### config.mk
export PLATFORM = sky130hd
export DESIGN_NAME = multicycle_controller_flat
export DESIGN_NICKNAME = d
export VERILOG_FILES = /design/src/rtl/mc_ctrl_pkg.sv /design/src/rtl/multicycle_controller_if.sv /design/src/rtl/mc_branch_eval.sv /design/src/rtl/multicycle_controller.sv /design/src/flat_wrapper.sv
export SDC_FILE = /design/constraint.sdc
export NUM_CORES = 1
export LEC_CHECK = 0
export BUFFER_PORTS_ARGS = -buffer_cell sky130_fd_sc_hd__buf_2
export CAP_MARGIN = 20
export CORE_MARGIN = 3
export CORE_UTILIZATION = 39
export DETAILED_ROUTE_END_ITERATION = 10
export PLACE_DENSITY = 0.75
export SKIP_LAST_GASP = 1
export SYNTH_ARGS = -nofsm -noshare
export SYNTH_HDL_FRONTEND = slang
export SYNTH_SLANG_ARGS = --single-unit
### constraint.sdc
create_clock -name clk -period 1.1 [get_ports clk]
set_input_delay 0.055 -clock clk [delete_from_list [all_inputs] [get_ports clk]]
set_output_delay 0.055 -clock clk [all_outputs]
set_load 0.01 [all_outputs]
### src/rtl/mc_ctrl_pkg.sv
// ---------------------------------------------------------------------------
// mc_ctrl_pkg
// Shared definitions for the multicycle RV32I control unit: FSM state
// encodings (also exported on the debug `state` port), opcode constants,
// internal ALU-op classes, ALU control codes, datapath mux select codes,
// immediate format codes and ALU flag bit positions. Also holds the ALU
// function decoder, which is shared by every user of these codes.
// ---------------------------------------------------------------------------
package mc_ctrl_pkg;

  // FSM states. The encodings are visible on the debug port, so keep them stable.
  typedef enum logic [3:0] {
    S_FETCH    = 4'd0,
    S_DECODE   = 4'd1,
    S_MEMADR   = 4'd2,
    S_MEMREAD  = 4'd3,
    S_MEMWRITE = 4'd4,
    S_MEMWB    = 4'd5,
    S_EXECR    = 4'd6,
    S_EXECI    = 4'd7,
    S_ALUWB    = 4'd8,
    S_JAL      = 4'd9,
    S_JALR_T   = 4'd10,
    S_JALR_L   = 4'd11,
    S_BRANCH   = 4'd12,
    S_LUI      = 4'd13,
    S_AUIPC    = 4'd14,
    S_TRAP     = 4'd15
  } state_e;

  // Opcodes (instr[6:0])
  localparam logic [6:0] OP_LOAD   = 7'b0000011;
  localparam logic [6:0] OP_STORE  = 7'b0100011;
  localparam logic [6:0] OP_RTYPE  = 7'b0110011;
  localparam logic [6:0] OP_ITYPE  = 7'b0010011;
  localparam logic [6:0] OP_JAL    = 7'b1101111;
  localparam logic [6:0] OP_JALR   = 7'b1100111;
  localparam logic [6:0] OP_BRANCH = 7'b1100011;
  localparam logic [6:0] OP_LUI    = 7'b0110111;
  localparam logic [6:0] OP_AUIPC  = 7'b0010111;

  // Internal ALU operation class chosen by the FSM
  typedef enum logic [1:0] {
    ALUOP_ADD   = 2'b00,
    ALUOP_SUB   = 2'b01,
    ALUOP_FUNCT = 2'b10
  } alu_op_e;

  // ALU control codes presented to the datapath ALU
  localparam logic [3:0] ALU_ADD  = 4'd0;
  localparam logic [3:0] ALU_SUB  = 4'd1;
  localparam logic [3:0] ALU_AND  = 4'd2;
  localparam logic [3:0] ALU_OR   = 4'd3;
  localparam logic [3:0] ALU_XOR  = 4'd4;
  localparam logic [3:0] ALU_SLT  = 4'd5;
  localparam logic [3:0] ALU_SLTU = 4'd6;
  localparam logic [3:0] ALU_SLL  = 4'd7;
  localparam logic [3:0] ALU_SRL  = 4'd8;
  localparam logic [3:0] ALU_SRA  = 4'd9;

  // ALU source A select
  localparam logic [1:0] SRCA_PC    = 2'b00;
  localparam logic [1:0] SRCA_OLDPC = 2'b01;
  localparam logic [1:0] SRCA_RS1   = 2'b10;
  localparam logic [1:0] SRCA_ZERO  = 2'b11;

  // ALU source B select
  localparam logic [1:0] SRCB_RS2  = 2'b00;
  localparam logic [1:0] SRCB_IMM  = 2'b01;
  localparam logic [1:0] SRCB_FOUR = 2'b10;

  // Writeback / PC result select
  localparam logic [1:0] RES_ALUOUT = 2'b00;
  localparam logic [1:0] RES_RDATA  = 2'b01;
  localparam logic [1:0] RES_ALU    = 2'b10;

  // Immediate formats
  localparam logic [2:0] IMM_I = 3'd0;
  localparam logic [2:0] IMM_S = 3'd1;
  localparam logic [2:0] IMM_B = 3'd2;
  localparam logic [2:0] IMM_U = 3'd3;
  localparam logic [2:0] IMM_J = 3'd4;

  // Bit positions inside flags = {n, z, c, v}
  localparam int FLAG_N = 3;
  localparam int FLAG_Z = 2;
  localparam int FLAG_C = 1;
  localparam int FLAG_V = 0;

  // ALU decoder. SUB only for R-type (op[5]=1): I-type addi has no funct7,
  // so its instr[30] is immediate data. SRA/SRL split applies to both types.
  function automatic logic [3:0] alu_decode(input alu_op_e    alu_op,
                                            input logic [2:0] funct3,
                                            input logic       funct7b5,
                                            input logic       op5);
    logic [3:0] ctl;
    case (alu_op)
      ALUOP_ADD: ctl = ALU_ADD;
      ALUOP_SUB: ctl = ALU_SUB;
      default: begin
        case (funct3)
          3'b000:  ctl = (funct7b5 && op5) ? ALU_SUB : ALU_ADD;
          3'b001:  ctl = ALU_SLL;
          3'b010:  ctl = ALU_SLT;
          3'b011:  ctl = ALU_SLTU;
          3'b100:  ctl = ALU_XOR;
          3'b101:  ctl = funct7b5 ? ALU_SRA : ALU_SRL;
          3'b110:  ctl = ALU_OR;
          default: ctl = ALU_AND;
        endcase
      end
    endcase
    return ctl;
  endfunction

endpackage

### src/rtl/multicycle_controller_if.sv
// ---------------------------------------------------------------------------
// multicycle_controller_if
// Unified memory port handshake between the control unit and memory.
//   mem_req   : access valid (controller -> memory)
//   mem_write : store strobe, only meaningful with mem_req
//   adr_src   : address select for the datapath, 0 = PC, 1 = ALUOut
//   mem_ready : access complete this cycle (memory -> controller)
// master = controller side, slave = memory side.
// ---------------------------------------------------------------------------
interface multicycle_controller_if;
  logic mem_req;
  logic mem_write;
  logic adr_src;
  logic mem_ready;

  modport master (output mem_req, output mem_write, output adr_src, input mem_ready);
  modport slave  (input mem_req, input mem_write, input adr_src, output mem_ready);
endinterface

### src/rtl/mc_branch_eval.sv
// ---------------------------------------------------------------------------
// mc_branch_eval
// Branch condition evaluation from the ALU flags of rs1 - rs2.
//   flags  in  4  {n, z, c, v}; c=1 means no borrow
//   funct3 in  3  branch kind
//   taken  out 1  branch condition holds
// funct3 010/011 are not branches and never report taken.
// ---------------------------------------------------------------------------
module mc_branch_eval
  import mc_ctrl_pkg::*;
(
  input  logic [3:0] flags,
  input  logic [2:0] funct3,
  output logic       taken
);

  logic lt_signed;

  always_comb begin
    lt_signed = flags[FLAG_N] ^ flags[FLAG_V];
    taken     = 1'b0;
    case (funct3)
      3'b000:  taken = flags[FLAG_Z];     // beq
      3'b001:  taken = !flags[FLAG_Z];    // bne
      3'b100:  taken = lt_signed;         // blt
      3'b101:  taken = !lt_signed;        // bge
      3'b110:  taken = !flags[FLAG_C];    // bltu: borrow means rs1 < rs2
      3'b111:  taken = flags[FLAG_C];     // bgeu
      default: taken = 1'b0;
    endcase
  end

endmodule

### src/rtl/multicycle_controller.sv
// ---------------------------------------------------------------------------
// multicycle_controller
// Multicycle RV32I control unit. An FSM steps through fetch, decode,
// execute and writeback over a shared datapath and a unified memory port,
// and drives all datapath enables and mux selects.
//
// Ports:
//   clk, rst_n         clock (rising edge), async active-low reset
//   op/funct3/funct7b5 registered instruction fields
//   flags              {n,z,c,v} of the current ALU result
//   mem                memory handshake (master modport)
//   pc_write, ir_write, reg_write      datapath register enables
//   result_src, alu_src_a, alu_src_b  datapath mux selects
//   imm_src, alu_control              immediate format / ALU operation
//   load_type, store_type             access size hints from funct3
//   illegal_instr, bus_error          sticky trap causes
//   state                             current FSM state (debug)
//
// Parameters:
//   MEM_HANDSHAKE 1 = memory states wait for mem_ready, 0 = single cycle
//   MEM_TIMEOUT   wait-cycle limit before a bus-error trap, 0 = none
//   TO_W          wait counter width, MEM_TIMEOUT must fit in it
// ---------------------------------------------------------------------------
module multicycle_controller
  import mc_ctrl_pkg::*;
#(
  parameter bit          MEM_HANDSHAKE = 1'b1,
  parameter int unsigned MEM_TIMEOUT   = 0,
  parameter int unsigned TO_W          = 8
) (
  input  logic       clk,
  input  logic       rst_n,
  input  logic [6:0] op,
  input  logic [2:0] funct3,
  input  logic       funct7b5,
  input  logic [3:0] flags,
  multicycle_controller_if.master mem,
  output logic       pc_write,
  output logic       ir_write,
  output logic       reg_write,
  output logic [1:0] result_src,
  output logic [1:0] alu_src_a,
  output logic [1:0] alu_src_b,
  output logic [2:0] imm_src,
  output logic [3:0] alu_control,
  output logic [1:0] load_type,
  output logic       store_type,
  output logic       illegal_instr,
  output logic       bus_error,
  output logic [3:0] state
);

  localparam logic [TO_W-1:0] TIMEOUT_LIM = TO_W'(MEM_TIMEOUT);
  localparam logic [TO_W-1:0] WAIT_MAX    = {TO_W{1'b1}};

  state_e          state_q, state_d;
  logic [TO_W-1:0] wait_q, wait_d;
  logic            illegal_q, illegal_d;
  logic            bus_err_q, bus_err_d;

  logic            ready;
  logic            in_mem_state;
  logic            limit_hit;
  logic            taken;
  alu_op_e         alu_op;
  logic            mem_req_raw;
  logic            mem_write_raw;
  logic            adr_src_raw;

  // Gating with rst_n keeps pc_write/ir_write low throughout reset even if
  // the memory side happens to assert mem_ready.
  assign ready = rst_n & (MEM_HANDSHAKE ? mem.mem_ready : 1'b1);

  assign in_mem_state = (state_q == S_FETCH) || (state_q == S_MEMREAD) ||
                        (state_q == S_MEMWRITE);

  // The counter holds the number of not-ready cycles already spent in this
  // memory state; the cycle on which it equals the limit is the last chance
  // for mem_ready, which takes priority over the trap.
  assign limit_hit = (MEM_TIMEOUT != 0) && in_mem_state && !ready &&
                     (wait_q == TIMEOUT_LIM);

  mc_branch_eval u_branch_eval (
    .flags  (flags),
    .funct3 (funct3),
    .taken  (taken)
  );

  // ---------------------------------------------------------------- state reg
  always_ff @(posedge clk or negedge rst_n) begin
    if (!rst_n) begin
      state_q   <= S_FETCH;
      wait_q    <= '0;
      illegal_q <= 1'b0;
      bus_err_q <= 1'b0;
    end else begin
      state_q   <= state_d;
      wait_q    <= wait_d;
      illegal_q <= illegal_d;
      bus_err_q <= bus_err_d;
    end
  end

  // --------------------------------------------------------------- next state
  always_comb begin
    state_d   = state_q;
    illegal_d = illegal_q;
    bus_err_d = bus_err_q;

    case (state_q)
      S_FETCH:    if (ready) state_d = S_DECODE;
      S_DECODE: begin
        case (op)
          OP_LOAD, OP_STORE: state_d = S_MEMADR;
          OP_RTYPE:          state_d = S_EXECR;
          OP_ITYPE:          state_d = S_EXECI;
          OP_JAL:            state_d = S_JAL;
          OP_JALR:           state_d = S_JALR_T;
          OP_BRANCH:         state_d = S_BRANCH;
          OP_LUI:            state_d = S_LUI;
          OP_AUIPC:          state_d = S_AUIPC;
          default: begin
            state_d   = S_TRAP;
            illegal_d = 1'b1;
          end
        endcase
      end
      S_MEMADR:   state_d = op[5] ? S_MEMWRITE : S_MEMREAD;
      S_MEMREAD:  if (ready) state_d = S_MEMWB;
      S_MEMWRITE: if (ready) state_d = S_FETCH;
      S_MEMWB:    state_d = S_FETCH;
      S_EXECR:    state_d = S_ALUWB;
      S_EXECI:    state_d = S_ALUWB;
      S_ALUWB:    state_d = S_FETCH;
      S_JAL:      state_d = S_ALUWB;
      S_JALR_T:   state_d = S_JALR_L;
      S_JALR_L:   state_d = S_ALUWB;
      S_BRANCH:   state_d = S_FETCH;
      S_LUI:      state_d = S_ALUWB;
      S_AUIPC:    state_d = S_ALUWB;
      S_TRAP:     state_d = S_TRAP;
    endcase

    if (limit_hit) begin
      state_d   = S_TRAP;
      bus_err_d = 1'b1;
    end

    // Saturating so a disabled timeout never wraps back to a small count.
    if (state_d != state_q) begin
      wait_d = '0;
    end else if (in_mem_state && !ready && (wait_q != WAIT_MAX)) begin
      wait_d = wait_q + TO_W'(1);
    end else begin
      wait_d = wait_q;
    end
  end

  // ------------------------------------------------------------------ outputs
  always_comb begin
    pc_write      = 1'b0;
    ir_write      = 1'b0;
    reg_write     = 1'b0;
    mem_req_raw   = 1'b0;
    mem_write_raw = 1'b0;
    adr_src_raw   = 1'b0;
    result_src    = RES_ALUOUT;
    alu_src_a     = SRCA_PC;
    alu_src_b     = SRCB_RS2;
    alu_op        = ALUOP_ADD;

    case (state_q)
      S_FETCH: begin
        mem_req_raw = 1'b1;
        alu_src_a   = SRCA_PC;
        alu_src_b   = SRCB_FOUR;
        result_src  = RES_ALU;
        ir_write    = ready;
        pc_write    = ready;
      end
      S_DECODE: begin
        // ALUOut captures OldPC + imm, the branch/jal target
        alu_src_a = SRCA_OLDPC;
        alu_src_b = SRCB_IMM;
      end
      S_MEMADR: begin
        alu_src_a = SRCA_RS1;
        alu_src_b = SRCB_IMM;
      end
      S_MEMREAD: begin
        adr_src_raw = 1'b1;
        mem_req_raw = 1'b1;
      end
      S_MEMWRITE: begin
        adr_src_raw   = 1'b1;
        mem_req_raw   = 1'b1;
        mem_write_raw = 1'b1;
      end
      S_MEMWB: begin
        result_src = RES_RDATA;
        reg_write  = 1'b1;
      end
      S_EXECR: begin
        alu_src_a = SRCA_RS1;
        alu_src_b = SRCB_RS2;
        alu_op    = ALUOP_FUNCT;
      end
      S_EXECI: begin
        alu_src_a = SRCA_RS1;
        alu_src_b = SRCB_IMM;
        alu_op    = ALUOP_FUNCT;
      end
      S_ALUWB: begin
        result_src = RES_ALUOUT;
        reg_write  = 1'b1;
      end
      S_JAL: begin
        // PC <- target held in ALUOut while the ALU forms the link OldPC + 4
        alu_src_a  = SRCA_OLDPC;
        alu_src_b  = SRCB_FOUR;
        result_src = RES_ALUOUT;
        pc_write   = 1'b1;
      end
      S_JALR_T: begin
        alu_src_a  = SRCA_RS1;
        alu_src_b  = SRCB_IMM;
        result_src = RES_ALU;
        pc_write   = 1'b1;
      end
      S_JALR_L: begin
        alu_src_a = SRCA_OLDPC;
        alu_src_b = SRCB_FOUR;
      end
      S_BRANCH: begin
        alu_src_a  = SRCA_RS1;
        alu_src_b  = SRCB_RS2;
        alu_op     = ALUOP_SUB;
        result_src = RES_ALUOUT;
        pc_write   = taken;
      end
      S_LUI: begin
        alu_src_a = SRCA_ZERO;
        alu_src_b = SRCB_IMM;
      end
      S_AUIPC: begin
        alu_src_a = SRCA_OLDPC;
        alu_src_b = SRCB_IMM;
      end
      S_TRAP: begin
        // everything stays at its inactive default
      end
    endcase
  end

  // Immediate format depends only on the opcode.
  always_comb begin
    imm_src = IMM_I;
    case (op)
      OP_STORE:        imm_src = IMM_S;
      OP_BRANCH:       imm_src = IMM_B;
      OP_LUI, OP_AUIPC: imm_src = IMM_U;
      OP_JAL:          imm_src = IMM_J;
      default:         imm_src = IMM_I;
    endcase
  end

  assign alu_control = alu_decode(alu_op, funct3, funct7b5, op[5]);
  assign load_type   = funct3[1:0];
  assign store_type  = !funct3[1];   // sb/sh

  // An access in flight is withdrawn as soon as reset asserts, without
  // waiting for a clock edge.
  assign mem.mem_req   = mem_req_raw & rst_n;
  assign mem.mem_write = mem_write_raw & rst_n;
  assign mem.adr_src   = adr_src_raw;

  assign illegal_instr = illegal_q;
  assign bus_error     = bus_err_q;
  assign state         = state_q;

endmodule

### src/flat_wrapper.sv
// flat-port wrapper written by rule: the top's interface ports become plain ports
module multicycle_controller_flat import mc_ctrl_pkg::*;
#(
  parameter bit          MEM_HANDSHAKE = 1'b1,
  parameter int unsigned MEM_TIMEOUT   = 0,
  parameter int unsigned TO_W          = 8
)
  (clk, rst_n, op, funct3, funct7b5, flags, pc_write, ir_write, reg_write, result_src, alu_src_a, alu_src_b, imm_src, alu_control, load_type, store_type, illegal_instr, bus_error, state, mem_mem_req, mem_mem_write, mem_adr_src, mem_mem_ready);
  multicycle_controller_if mem_i ();
  input  logic clk;
  input  logic rst_n;
  input  logic [6:0] op;
  input  logic [2:0] funct3;
  input  logic funct7b5;
  input  logic [3:0] flags;
  output logic pc_write;
  output logic ir_write;
  output logic reg_write;
  output logic [1:0] result_src;
  output logic [1:0] alu_src_a;
  output logic [1:0] alu_src_b;
  output logic [2:0] imm_src;
  output logic [3:0] alu_control;
  output logic [1:0] load_type;
  output logic store_type;
  output logic illegal_instr;
  output logic bus_error;
  output logic [3:0] state;
  output wire logic [$bits(mem_i.mem_req)-1:0] mem_mem_req;
  output wire logic [$bits(mem_i.mem_write)-1:0] mem_mem_write;
  output wire logic [$bits(mem_i.adr_src)-1:0] mem_adr_src;
  input wire logic [$bits(mem_i.mem_ready)-1:0] mem_mem_ready;
  assign mem_mem_req = mem_i.mem_req;
  assign mem_mem_write = mem_i.mem_write;
  assign mem_adr_src = mem_i.adr_src;
  assign mem_i.mem_ready = mem_mem_ready;
  multicycle_controller #(.MEM_HANDSHAKE(MEM_HANDSHAKE), .MEM_TIMEOUT(MEM_TIMEOUT), .TO_W(TO_W)) u_core (.clk(clk), .rst_n(rst_n), .op(op), .funct3(funct3), .funct7b5(funct7b5), .flags(flags), .mem(mem_i), .pc_write(pc_write), .ir_write(ir_write), .reg_write(reg_write), .result_src(result_src), .alu_src_a(alu_src_a), .alu_src_b(alu_src_b), .imm_src(imm_src), .alu_control(alu_control), .load_type(load_type), .store_type(store_type), .illegal_instr(illegal_instr), .bus_error(bus_error), .state(state));
endmodule
# Word level (Yosys, flattened, before mapping)
# Index checks and enable logic that the tools add are counted.
dict set report word_totals {
  register_bits 5
  in_bits 18
  output_inout_bits 28
  wordCells 89
}
dict set report op_classes {
  eq_ne 35
  n_mux 22
  n_bitwise 5
  reduce_logical 25
}
# cell count
set ops {}
lappend ops {{$pmux W4 S9} 1}
lappend ops {{$eq A4 B4 Y1 const B} 8}
lappend ops {{$pmux W4 S8} 1}
lappend ops {{$pmux W4 S7} 1}
lappend ops {{$eq A7 B6 Y1 const B} 3}
lappend ops {{$eq A7 B7 Y1 const B} 3}
lappend ops {{$eq A4 B3 Y1 const B} 4}
lappend ops {{$eq A7 B5 Y1 const B} 2}
lappend ops {{$reduce_or A2 Y1} 7}
lappend ops {{$eq A3 B3 Y1 const B} 4}
lappend ops {{$mux W4} 3}
lappend ops {{$pmux W2 S2} 3}
lappend ops {{$pmux W3 S4} 1}
lappend ops {{$reduce_or A6 Y1} 2}
lappend ops {{$reduce_or A3 Y1} 3}
lappend ops {{$reduce_or A9 Y1} 1}
lappend ops {{$eq A4 B2 Y1 const B} 2}
lappend ops {{$pmux W4 S2} 1}
lappend ops {{$eq A7 B2 Y1 const B} 1}
lappend ops {{$mux W1} 7}
lappend ops {{$eq A3 B2 Y1 const B} 2}
lappend ops {{$ne A2 B1 Y1 const B} 3}
lappend ops {{$pmux W1 S6} 1}
lappend ops {{$pmux W2 S3} 1}
lappend ops {{other kinds (17)} 22}

# Longest topological paths before layout
# Gate-level depths: netlist (run 1).
dict set report depth {
  depth_word 5
  mapped_depth 5
}

# Modules after synthesis
# Synthesis (run 1) repeated with hierarchy kept, for this count alone.
dict set report hier_totals {
  hier_cells 142
  area_unflattened_um2 982.2
}
# mod instances cells_per_inst area_each_um2 seq_area_each_um2
set modules_own_cells {}
lappend modules_own_cells {multicycle_controller 1 132 914.6 125.1}
lappend modules_own_cells {mc_branch_eval 1 10 67.6 0.0}

# Worst setup path after synthesis (run 1)
# Ideal clock, no wire load.
dict set report synth_path {
  path_kind {flip-flop to flip-flop}
  from {register u_core.state_q[2], in the netlist u_core.state[2]}
  to {register u_core.state_q[0], in the netlist u_core.state[0]}
  setup_time_ns 0.072
  arrival_time_ns 1.230
  t_required_ns 1.028
  setup_slack_ns -0.202
  stages_incl_launch_ff 4
  n_path_buf 0
  synth_period_minus_slack_ns 1.302
  path_cell_list {dfrtp_1 or2_1 nor3_1 nand4b_1}
}
dict set report synth_via {
  elab_chain_cells 3
  elab_cells_between_ends 23
}
# item line_no
set synth_rtl {}
lappend synth_rtl {{from (decl)} multicycle_controller.sv:56} ;# state_e state_q, state_d;
lappend synth_rtl {{from (signal assigned)} multicycle_controller.sv:97} ;# state_q <= state_d;
lappend synth_rtl {{$eq A4 B4 Y1, or another cell as far along} multicycle_controller.sv:110} ;# case (state_q)
lappend synth_rtl {{$reduce_or A6 Y1 (no line), or another cell as far along} n/a}
lappend synth_rtl {{$pmux W4 S9 or $reduce_and A3 Y1 (tied branches)} n/a}
# Several ways; a longest one is shown, not always the timed one.
# A chain may end at the register's enable or synchronous reset.

# Worst setup path in the final report (run 1)
dict set report layout_path {
  from {register u_core.state_q[3], in the netlist u_core.state[3]}
  to {output pc_write}
}
dict set report layout_via {
  elab_chain_cells 3
  elab_cells_between_ends 6
}
# item line_no
set layout_rtl {}
lappend layout_rtl {{$eq A4 B4 Y1} multicycle_controller.sv:172} ;# case (state_q)
lappend layout_rtl {{$reduce_or A2 Y1 (no line)} n/a}
lappend layout_rtl {{$pmux W1 S3 (*)} multicycle_controller.sv:172}
lappend layout_rtl {{to (decl)} flat_wrapper.sv:16} ;# output logic pc_write;
# Mark *: on every way between the ends. The rest lies on a longest branch, timed or not.

==> flow_summary.toml, run 1 <==
[run_status]
status = "finished with violations"
violations = "setup timing"

[yosys]
synth_seq_cells = 5
yosysWarnings = 0
synthArstFlopShare_pct = 100
syn_area_um2 = 820
netlist_instances = 120
synth_fp_nets = 138
dominantRegCellSynth = "dfrtp_1"
post_synth.cell_area_avg_um2 = 6.83
yosysSeqAreaShare_pct = 15.3
synth_edf_count = 0
ys_types = 43

[global_route]
grt_overflow = 0
grt_use_total_pct = 22.5
grt_pass1_vias = 1062
antenna_found_initial = 0
grt_pass1_wl_mm = 4.65
grt_max_degree = 11

[timing]
skew_ns = 0.00200
setup_viol = 21
post-route-period-util_pct = 142
slew_violations = 0
fmaxAchievable_mhz = 642
final-hold-violation-count = 0
rsz0062_at_grt = "true"
period_minus_slack_ns = 1.56
layout_setup_ws_ns = -0.459

[min_path]
hp-class = "input pin to flop"

[setup_path]
crit_path_max_incr_delay_ns = 0.43
setup.worst_path.end_class = "output pin"
cp_cell_sequence = "or2_4 > o21ai_2 > a21oi_1 > a31oi_1 > buf_2"
cp_num_buf_inv = 1
critical_path.slowest_cell = "dfrtp_2"
critPathKind = "flop to output pin"
critPathTopFamily = "flip-flops"
critPathArrivalTime_ns = 1.50
worst-path-max-fanout = 5
critPathLaunchType = "flop"
cp.required_ns = 1.04

[route]
vias_per_cell = 5.46
routed_wl_mm = 2.92
num_vias = 1135
drc = 0
postRouteAntennaNets = 0
wl_per_cell_um = 14.0
dr.first_iter.drc_count = 44
first_pass_iters = 4

[placement]
dp_hpwl_mm = 2.08
gp_congestion = 0.925
placed_cell_area_um2 = 1170
io_buffers = 44

[floorplan]
start_util_pct = 44.1
rows = 15
die_y_um = 51.8
dieArea_um2 = 2690
ios = 46
core_area_um2 = 1860
die_x_um = 51.8

[clocking]
cts_buffers = 3
root_buffer = "clkbuf_4"
insertion_delay_ns = 0.25
clkTransAtPathRegs_ns = 0.04
clockBufferDepth = 2
cts_tree = "yes"
htreeDepth = 1
cts.sinks = 5

[run]
drv_cap = 0

[final_layout]
nNetsFinal = 202
fill_cells = 155
syn_to_final_growth_pct = 62.1
final_util_pct = 71.5
final_area_um2 = 1330
antenna_cells = 0
drive_above_1_share_pct = 52.5

[power]
power_density_nw_per_um2 = 2270
max-vdd-ir-drop_mv = 1.08
power_leakage_uw = 0.000662
finalPower_uw = 3020
[stage by stage]
stage | worst slack (ns) | std cells | setup TNS (ns) | hold WS, ns
after detailed placement | -0.173 | 198 | -1.45 | -0.0139
after global placement | -0.156 | 198 | -1.13 | -0.0112
after CTS | -0.407 | 205 | -5.35 | 0.122
after global routing | -0.497 | 208 | -6.90 | 0.160
final | -0.459 | 208 | -5.38 | 0.132
after floorplan | -0.133 | 120 | -0.538 | -0.241
[layout by cell type (no fill, tap or decap), drive strengths merged, types with 3 or more instances in the layout]
master / count
a211oi: 3
a21oi: 6
a31oi: 6
and3b: 3
buf: 69
clkbuf: 5
dfrtp: 5
inv: 3
nand2: 13
nand2b: 5
nor2: 12
nor2b: 4
nor3: 5
o21ai: 10
xnor2: 4
[routing by layer]
layer / vias to the layer above / part of all wire (%) / track usage, %
met5: - / 0 / 0
met4: 0 / 0.58 / 11.8
met3: 2 / 7.6 / 4.58
met2: 53 / 52 / 37.0
li1: 558 / - / -
met1: 522 / 40 / 27.3
[path summary, 6_finish.rpt]
kind | start | end | slack [ns] | cells after the start
max | u_core.state[3]$_DFFE_PN0P_ | pc_write | -0.46 | 5
min | op[4] | u_core.state[2]$_DFFE_PN0P_ | 0.13 | 3
max reg2reg | u_core.state[2]$_DFFE_PN0P_ | u_core.state[2]$_DFFE_PN0P_ | -0.19 | 5
min reg2reg | u_core.illegal_instr$_DFFE_PN0P_ | u_core.illegal_instr$_DFFE_PN0P_ | 0.48 | 1
max in group asynchronous | rst_n | u_core.state[1]$_DFFE_PN0P_ | 0.56 | 3
min in group asynchronous | rst_n | u_core.illegal_instr$_DFFE_PN0P_ | 0.32 | 3
[final cells by class]
class,instances,area [um2],area share (%)
Tap cell,25,31.3,2.35
Multi-Input combinational cell,100,679,51.1
Clock buffer,4,26.3,1.98
Sequential cell,5,130,9.79
Inverter,3,11.3,0.847
Timing Repair Buffer,71,450,33.9
[worst min-delay path, cell delays in order]
cell and delay, ns:
buf_2 0.12, o31ai_1 0.10, nand2_1 0.07
[Yosys cell counts, types with 2 or more instances]
master	instances	area [um2]
inv_1	3	11.3
nor3_1	5	25.0
a211oi_1	3	22.5
buf_4	3	22.5
nand3b_1	2	15.0
a32o_1	2	20.0
a21oi_1	6	30.0
nor2b_1	4	25.0
dfrtp_1	5	125
nand2_1	13	48.8
and4_1	2	17.5
buf_2	7	35.0
or2_1	2	12.5
and3b_1	2	17.5
o21ai_1	2	10.0
xnor2_1	4	35.0
o22ai_1	2	12.5
a31oi_1	6	37.5
nand2b_1	5	31.3
o21ai_0	8	40.0
nor2_1	11	41.3
xor2_1	2	17.5
[logic make-up after synthesis]
group	count (synthesis)	synth area share (%)
compound gates	37	29.2
xor+xnor	6	6.41
buf+inv	15	10.4
flops	5	15.3
mux	1	1.22
other cells	1	0.458
simple gates	55	37.1
[registers in the layout, summed over array words and instances (netlist names)]
register	flops
u_core.illegal_instr	1
u_core.state	4
[power breakdown]
part	total, uW	internal, uW	switching [uW]
sequential	370	265	105
combinational	2430	1220	1210
clock	223	138	85.3
total	3020	1620	1400
[repair_timing]
| item | 4_1_cts | 5_1_grt |
|---|---|---|
| endpoints found under the setup margin | 20 | 22 |
| resized for setup | 12 | 11 |
| pin swaps | 5 | 4 |
| setup buffers | 2 | 3 |
| hold buffers | 1 | 0 |
| endpoints found under the hold margin | 5 | 0 |
No activity file was read; power rests on OpenSTA's default activity.
==> run 2, diff against run 1 <==
--- a/config.mk
+++ b/config.mk
@@ -8,10 +8,10 @@
 export BUFFER_PORTS_ARGS = -buffer_cell sky130_fd_sc_hd__buf_2
 export CAP_MARGIN = 20
 export CORE_MARGIN = 3
-export CORE_UTILIZATION = 39
+export CORE_UTILIZATION = 35
+export CTS_CLUSTER_SIZE = 14
 export DETAILED_ROUTE_END_ITERATION = 10
-export PLACE_DENSITY = 0.75
-export SKIP_LAST_GASP = 1
+export PLACE_DENSITY = 0.68
 export SYNTH_ARGS = -nofsm -noshare
 export SYNTH_HDL_FRONTEND = slang
 export SYNTH_SLANG_ARGS = --single-unit
==> flow_summary.toml, run 2 (synthesized netlist as in run 1, its figures left out) <==
[final_layout]
antenna_cells = 0
layout_commonest_cell = "buf_2"
multi_input_area_um2 = 701
nNetsFinal = 205
fill_cells = 188
largest_reg_flops = 4
final_cell_mix = "buf_2 (43), buf_4 (23), nand2_1 (13), nor2_1 (8)"
drive_above_1_share_pct = 52.2
register_area_um2 = 130
final_area_um2 = 1390
syn_to_final_growth_pct = 69.3

[global_route]
grt_overflow = 0
grt_max_degree = 11
grt_pass1_vias = 1030
grt_use_total_pct = 20.0
grt_pass1_wl_mm = 4.42
antenna_found_initial = 0

[power]
swShare_pct = 45.2
power_density_nw_per_um2 = 2350
power_leakage_uw = 0.000692
clockPowerShare_pct = 6.5
p_comb_share_pct = 81.5
p_seq_share_pct = 12.0
switching_power_uw = 1480
p_int_uw = 1790
max-vdd-ir-drop_mv = 1.39

[route]
routed_wl_mm = 2.79
wl_per_cell_um = 13.1
first_pass_iters = 4
num_vias = 1143
dr.first_iter.drc_count = 24
drc = 0
postRouteAntennaNets = 0
vias_per_cell = 5.37

[timing]
slew_violations = 0
final-hold-violation-count = 0
layout_setup_ws_ns = -0.437
skew_ns = 0.00215
fmaxAchievable_mhz = 651
period_minus_slack_ns = 1.54
post-route-period-util_pct = 140
setup_viol = 22
finalSetupTns_ns = -5.86
rsz0062_at_grt = "true"

[min_path]
hp-class = "input pin to flop"
min_from = "op[4]"
whs_endpoint = "u_core.state[2]$_DFFE_PN0P_"
hold_depth = 3

[setup_path]
critPathKind = "flop to output pin"
r2r_slack_ns = -0.31
critPathArrivalTime_ns = 1.48
setup.worst_path.end_class = "output pin"
cp.required_ns = 1.04
critPathLaunchType = "flop"
r2r_end = "u_core.state[2]$_DFFE_PN0P_"
crit_path_max_incr_delay_ns = 0.44
rr_worst_depth = 7
regToRegStartpoint = "u_core.state[2]$_DFFE_PN0P_"
worst-path-max-fanout = 6
cp_cell_sequence = "or2_4 > o21ai_2 > a21oi_1 > a31oi_1 > buf_2"
critical_path.slowest_cell = "dfrtp_2"

[run]
drv_cap = 0

[run_status]
status = "finished with violations"
violations = "setup timing"

[floorplan]
die_x_um = 54.4
ios = 46
dieArea_um2 = 2960
rows = 16
die_y_um = 54.4
start_util_pct = 39.4
core_area_um2 = 2080

[clocking]
root_buffer = "clkbuf_4"
cts_buffers = 3
htreeDepth = 1
clkTransAtPathRegs_ns = 0.05
cts.sinks = 5
insertion_delay_ns = 0.24
clockBufferDepth = 2
cts_tree = "yes"

[placement]
io_buffers = 44
dp_hpwl_mm = 1.97
gp_congestion = 0.871
placed_cell_area_um2 = 1160
## run 2: power groups by stage
stage,clock network [uW],logic [uW],registers (uW)
floorplan,0,1130,368
global placement,0,1920,358
detailed placement,0,1960,365
CTS,216,2300,364
global route,217,2900,401
finish,213,2660,391
## run 2: how the worst max path moves through the flow
stage,from,endpoint,slack (ns),cells past startpoint
4_1_cts,u_core.state[2]$_DFFE_PN0P_,alu_src_b[0],-0.38,6
5_1_grt,u_core.state[3]$_DFFE_PN0P_,pc_write,-0.48,5
2_1_floorplan,u_core.state[2]$_DFFE_PN0P_,u_core.state[2]$_DFFE_PN0P_,-0.13,5
3_3_place_gp,u_core.state[3]$_DFFE_PN0P_,pc_write,-0.16,5
6_report,u_core.state[3]$_DFFE_PN0P_,pc_write,-0.44,5
3_5_place_dp,u_core.state[3]$_DFFE_PN0P_,pc_write,-0.17,5
## run 2: routing by layer
metal  track usage, %  part of all wire, %
met5                0                    0
met4             4.56                  1.5
met3             3.00                  7.6
met2             37.3                   50
met1             23.6                   41
## run 2: final cells by class
class                           instances  area share [%]
Clock buffer                            4            1.89
Sequential cell                         5            9.38
Tap cell                               27            2.43
Multi-Input combinational cell        100            50.5
Timing Repair Buffer                   74            35.0
Inverter                                3           0.812
## run 2: through the flow
| stage | setup WS (ns) | instances | hold slack [ns] | total power (uW) | util [%] |
|---|---|---|---|---|---|
| after detailed placement | -0.170 | 198 | -0.0137 | 2320 | 55.5 |
| after global routing | -0.481 | 213 | 0.127 | 3510 | 66.6 |
| after global placement | -0.158 | 198 | -0.0106 | 2280 | 55.5 |
| after CTS | -0.382 | 209 | 0.0838 | 2880 | 62.0 |
| final | -0.437 | 213 | 0.0902 | 3260 | 66.6 |
| after floorplan | -0.133 | 120 | -0.241 | 1500 | - |
## run 2: critical path, delay by kind of cell (launching register included)
kind / cells / cell delay [ns]
compound gates: 3 / 0.35
buf+inv: 1 / 0.15
flops: 1 / 0.44
simple gates: 1 / 0.30
## run 2: what timing repair did
item,4_1_cts,5_1_grt
endpoints found under the hold margin,5,0
buffers inserted,6,4
hold buffers,1,0
endpoints found under the setup margin,22,23
pin swaps,5,11
resized for setup,17,13
